===== src/rtl/out_col_fifo_pkg.sv =====
// out_col_fifo_pkg: shared array dimensions and pointer-width helper for the output collector.
package out_col_fifo_pkg;
  localparam int PSUM_BW = 16;
  localparam int COL = 8;
  function automatic int ptr_w(input int n);
    return $clog2(n);
  endfunction
endpackage


===== src/rtl/col_fifo.sv =====
// col_fifo: single-lane circular buffer; a write to a full lane is accepted only alongside a pop.
module col_fifo
  import out_col_fifo_pkg::*;
#(
  parameter int psum_bw = PSUM_BW,
  parameter int depth = 16
) (
  input  logic                    clk,
  input  logic                    reset,
  input  logic                    wr,
  input  logic [psum_bw-1:0]      din,
  input  logic                    pop,
  output logic [psum_bw-1:0]      dout,
  output logic [ptr_w(depth):0]   count
);
  localparam int aw = ptr_w(depth);
  localparam int cw = aw + 1;
  logic [psum_bw-1:0] mem [depth];
  logic [aw-1:0] wp, rp;
  logic acc;
  // pop is only asserted when every lane is non-empty, so it always frees a slot here
  assign acc = wr && (count < cw'(depth) || pop);
  assign dout = mem[rp];
  always_ff @(posedge clk) begin
    if (reset) begin
      wp <= '0;
      rp <= '0;
      count <= '0;
    end else begin
      if (acc) wp <= wp + 1'b1;
      if (pop) rp <= rp + 1'b1;
      count <= count + cw'(acc) - cw'(pop);
    end
  end
  always_ff @(posedge clk)
    if (acc) mem[wp] <= din;
endmodule


===== src/rtl/out_col_fifo.sv =====
// out_col_fifo: realigns skewed MAC-array column outputs into full-width rows popped one per handshake.
module out_col_fifo
  import out_col_fifo_pkg::*;
#(
  parameter int col = COL,
  parameter int psum_bw = PSUM_BW,
  parameter int depth = 16
) (
  input  logic                     clk,
  input  logic                     reset,
  input  logic [psum_bw*col-1:0]   in,
  input  logic [col-1:0]           wr,
  input  logic                     rd,
  output logic [psum_bw*col-1:0]   out,
  output logic                     o_valid,
  output logic                     o_full,
  output logic                     o_ready,
  output logic                     o_overflow
);
  localparam int cw = ptr_w(depth) + 1;
  logic [cw-1:0] cnt [col];
  logic [psum_bw*col-1:0] head;
  logic [col-1:0] ne, fl, rm;
  logic pop;
  assign pop = rd && o_valid;
  for (genvar j = 0; j < col; j++) begin : g_lane
    col_fifo #(.psum_bw(psum_bw), .depth(depth)) u_fifo (
      .clk(clk),
      .reset(reset),
      .wr(wr[j]),
      .din(in[psum_bw*j +: psum_bw]),
      .pop(pop),
      .dout(head[psum_bw*j +: psum_bw]),
      .count(cnt[j])
    );
    assign ne[j] = cnt[j] != '0;
    assign fl[j] = cnt[j] == cw'(depth);
    // room left for one full skewed wave of writes
    assign rm[j] = cnt[j] <= cw'(depth - col);
  end
  assign o_valid = &ne;
  assign o_full = |fl;
  assign o_ready = &rm;
  always_ff @(posedge clk) begin
    if (reset) begin
      out <= '0;
      o_overflow <= 1'b0;
    end else begin
      if (pop) out <= head;
      if (|(wr & fl) && !pop) o_overflow <= 1'b1;
    end
  end
endmodule


===== config.mk =====
export PLATFORM = sky130hd
export DESIGN_NAME = out_col_fifo
export DESIGN_NICKNAME = d
export VERILOG_FILES = /design/src/rtl/out_col_fifo_pkg.sv /design/src/rtl/col_fifo.sv /design/src/rtl/out_col_fifo.sv
export SDC_FILE = /design/constraint.sdc
export NUM_CORES = 2
export LEC_CHECK = 0
export ABC_AREA = 1
export BUFFER_PORTS_ARGS = -buffer_cell sky130_fd_sc_hd__buf_2
export CAP_MARGIN = 10
export CORE_UTILIZATION = 25
export CTS_CLUSTER_DIAMETER = 40
export CTS_CLUSTER_SIZE = 14
export DETAILED_ROUTE_END_ITERATION = 8
export GPL_ROUTABILITY_DRIVEN = 0
export GPL_TIMING_DRIVEN = 0
export HOLD_SLACK_MARGIN = 0.02
export PLACE_DENSITY_LB_ADDON = 0.05
export SLEW_MARGIN = 20
export SYNTH_ARGS = -nofsm -noshare
export SYNTH_HDL_FRONTEND = slang
export SYNTH_HIERARCHICAL = 1
export SYNTH_SLANG_ARGS = --single-unit

===== constraint.sdc =====
create_clock -name clk -period 9.3 [get_ports clk]
set_clock_uncertainty 0.05 [all_clocks]
set_input_delay 0 -clock clk [delete_from_list [all_inputs] [get_ports clk]]
set_output_delay 0 -clock clk [all_outputs]
set_load 0.01 [all_outputs]

==> flow_metrics.tcl <==
set metrics [dict create \
    drv_slew 0 \
    antenna_left 0 \
    path_max_fanout 46 \
    power_switching_mw 9.362 \
    grtUsageTotal_pct 17.90 \
    criticalPathCategory "flop to flop" \
    tns_ns 0 \
    yosys.area.top_type "edfxtp_1" \
    critical_path.startpoint_type "flop" \
    power_frac_clock_pct 51.4 \
    ys_warn_count 6 \
    clock_sinks 2313 \
    min_path_type "primary input to flop" \
    drt_first_pass_iters 7 \
    start_util_pct 25.10 \
    cts-root-buf "clkbuf_16" \
    required_ns 10.12 \
    r2r_cells 22 \
    synth_most_common_cell "nand2_1" \
    vias_per_cell 4.210 \
    portBuffers 270 \
    clock_latency_ns 0.98 \
    crit_arrival_ns 5.63 \
    worst_pin_slew_ns 1.084 \
    clk_pin_slew_ns 0.05 \
    drt_iter0_drc 4628 \
    setup_viol_count_final 0 \
    avgRoutedWirePerCell_um 21.84 \
    dp_hpwl_um 247100 \
    ys_ff_latch 2313 \
    p_leak_nw 55.11 \
    drive_above_1_share_pct 14.36 \
    avgSynthCellArea_sq_um 9.939 \
    synth.area.top_cells "edfxtp_1, nand2_1, nand3_1, inv_1, dfxtp_1" \
    seq_power_share_pct 35.4 \
    total_power_mw 33.99 \
    grt_pass1_wl_um 521300 \
    syn_area_sq_um 100200 \
    syn-num-nets 10310 \
    status "finished, final reports clean" \
    ys.flop_type "edfxtp_1" \
    layout.nets 11390 \
    power_density_nw_per_um2 262.7 \
    rsz0062_at_grt "no" \
    worstHoldPathCells 2 \
    end_kind "flop" \
    irDropWorstVdd_mv 0.1563 \
    internal-power_mw 24.62 \
    synth-seq-area-share_pct 66.68 \
    cts_made_buffers 476 \
    grt_max_degree 47 \
    min_period_ns 4.813 \
    io-pin-count 271 \
    overflow 0 \
    synthToLayoutAreaGrowth_pct 29.14 \
    cap_violations 0 \
    synth_cell_type_count 29 \
    clk_path_buf_depth 4 \
    grt_pass1_vias 70850 \
    drcViolationCount 0 \
    fillers 40580 \
    fmax_ghz 0.2078 \
    dieArea_sq_um 403300 \
    antenna_found_initial 33 \
    combPwrFrac_pct 13.2 \
    rows 232 \
    cts_resized 0 \
    netlist_instances 10080 \
    async_flop_share_pct 0 \
    core-area_sq_um 399100 \
    die_h_um 635.0 \
    synth_top_area_share_pct 61.38 \
    drt_wl_total_um 368100 \
    h-tree-depth 5 \
    synth_edf_count 2048 \
    hold_viol 0 \
    post-route-period-util_pct 51.76 \
    vias 70980 \
    slew_headroom_pct 27.70 \
    switching_share_pct 27.54 \
    fp.dieW_um 635.0 \
    cts_tree "done" \
    synth_commonest_cells "nand2_1, edfxtp_1, inv_1" \
]
## area by class of cell
type	count	area (sq um)	share of cell area, %
tap	5265	6588	5.091
antenna	9	22.52	0.01741
timing repair buffer	607	5205	4.023
inverter	1857	6973	5.389
sequential	2313	66800	51.63
buffer	450	2755	2.129
multi-input combinational	5460	24470	18.92
clock inverter	332	3919	3.029
clock buffer	566	12640	9.773
## per-stage QoR
step	area (sq um)	instances	utilization, %	hold WS [ns]	setup slack [ns]
6_report	129400	16860	32.42	0.07011	4.487
4_1_cts	129400	16850	32.41	0.02289	4.304
2_1_floorplan	100200	10080	-	0.01907	5.430
3_5_place_dp	110000	15670	27.56	0.3495	4.304
5_1_grt	129400	16850	32.41	0.03196	4.100
3_3_place_gp	108100	15620	27.09	0.3475	1.271
## registers in the layout, summed over array words and instances (netlist names), named ones only
name	count
g_lane.u_fifo/rp	32
g_lane.u_fifo/wp	32
out	128
o_overflow	1
g_lane.u_fifo/count	40
g_lane.u_fifo/mem	2048
## layer usage
metal	vias to the layer above	global-route usage (%)	share of wire [%]
li1	34640	-	-
met1	34220	24.16	46
met2	1567	29.44	46
met3	545	2.919	4.6
met4	8	5.257	3.0
met5	-	0	0.011
## timing repair
item                       in CTS  in global routing
hold endpoints to repair     2578                  0
setup endpoints to repair       0                  0
buffers inserted                0                  0
hold buffers                  278                  0
## worst paths after layout
path	slack (ns)	start	to
worst min register to register	0.44	g_lane[3].u_fifo/rp[2]	g_lane[3].u_fifo/rp[2]
worst max-delay path	4.49	g_lane[0].u_fifo/count[4]	g_lane[1].u_fifo/count[4]
worst min-delay path	0.07	in[34]	g_lane[2].u_fifo/mem[3][2]
worst max register to register	4.49	g_lane[0].u_fifo/count[4]	g_lane[1].u_fifo/count[4]
## kinds of logic (layout without fill, tap and decap cells)
family                   Yosys count  in the layout  synth area share (%)
AO/OA/AOI/OAI                    113            113                0.5870
AND/OR/NAND/NOR                 5243           5243                 21.73
flip-flops                      2313           2313                 66.68
XOR/XNOR                          16             16                0.1399
buffers and inverters           2307           3812                 9.700
other                              0              9                     0
adder cells (fa/ha/maj)           88             88                 1.159
## worst max-delay path: stages (launching register included)
cell,delay [ns]
dfxtp_1,0.51
inv_1,0.07
nand3_1,0.10
o21ai_2,0.09
nor2_2,0.18
nand3_4,0.29
buf_4,0.35
buf_2,0.32
inv_4,0.28
buf_16,0.27
inv_1,0.26
nand2_1,0.13
nand2_2,0.21
ha_1,0.37
inv_1,0.04
ha_1,0.20
fa_1,0.40
nand2_1,0.10
nand2_1,0.06
a21oi_1,0.16
nand2_1,0.07
nand2_1,0.06
nor2_1,0.04
## power groups by stage
stage | Clock (mW) | Combinational (mW) | Sequential, mW
5_1_grt | 18.4 | 5.02 | 12.1
4_1_cts | 17.9 | 4.61 | 12.0
6_report | 17.5 | 4.49 | 12.0
2_1_floorplan | 0 | 2.47 | 12.2
3_5_place_dp | 0 | 4.47 | 12.2
3_3_place_gp | 0 | 4.37 | 12.2
## cells in the final DEF, fill, tap and decap left out, types with 9 or more instances in the layout
master,count
a21oi_1,65
buf_1,12
buf_16,18
buf_2,446
buf_4,144
buf_6,62
buf_8,11
bufinv_16,66
clkbuf_1,129
clkbuf_16,480
clkbuf_8,31
clkinv_1,44
clkinv_2,90
clkinv_4,30
clkinvlp_4,53
dfxtp_1,265
diode_2,9
dlygate4sd3_1,278
edfxtp_1,2048
ha_1,80
inv_1,1826
inv_2,30
inv_6,25
nand2_1,3120
nand3_1,1572
nand4_1,18
nor2_1,378
nor2_2,32
nor2_4,98
o21ai_0,40
xor2_1,16
(Power assumes the default switching activity.)
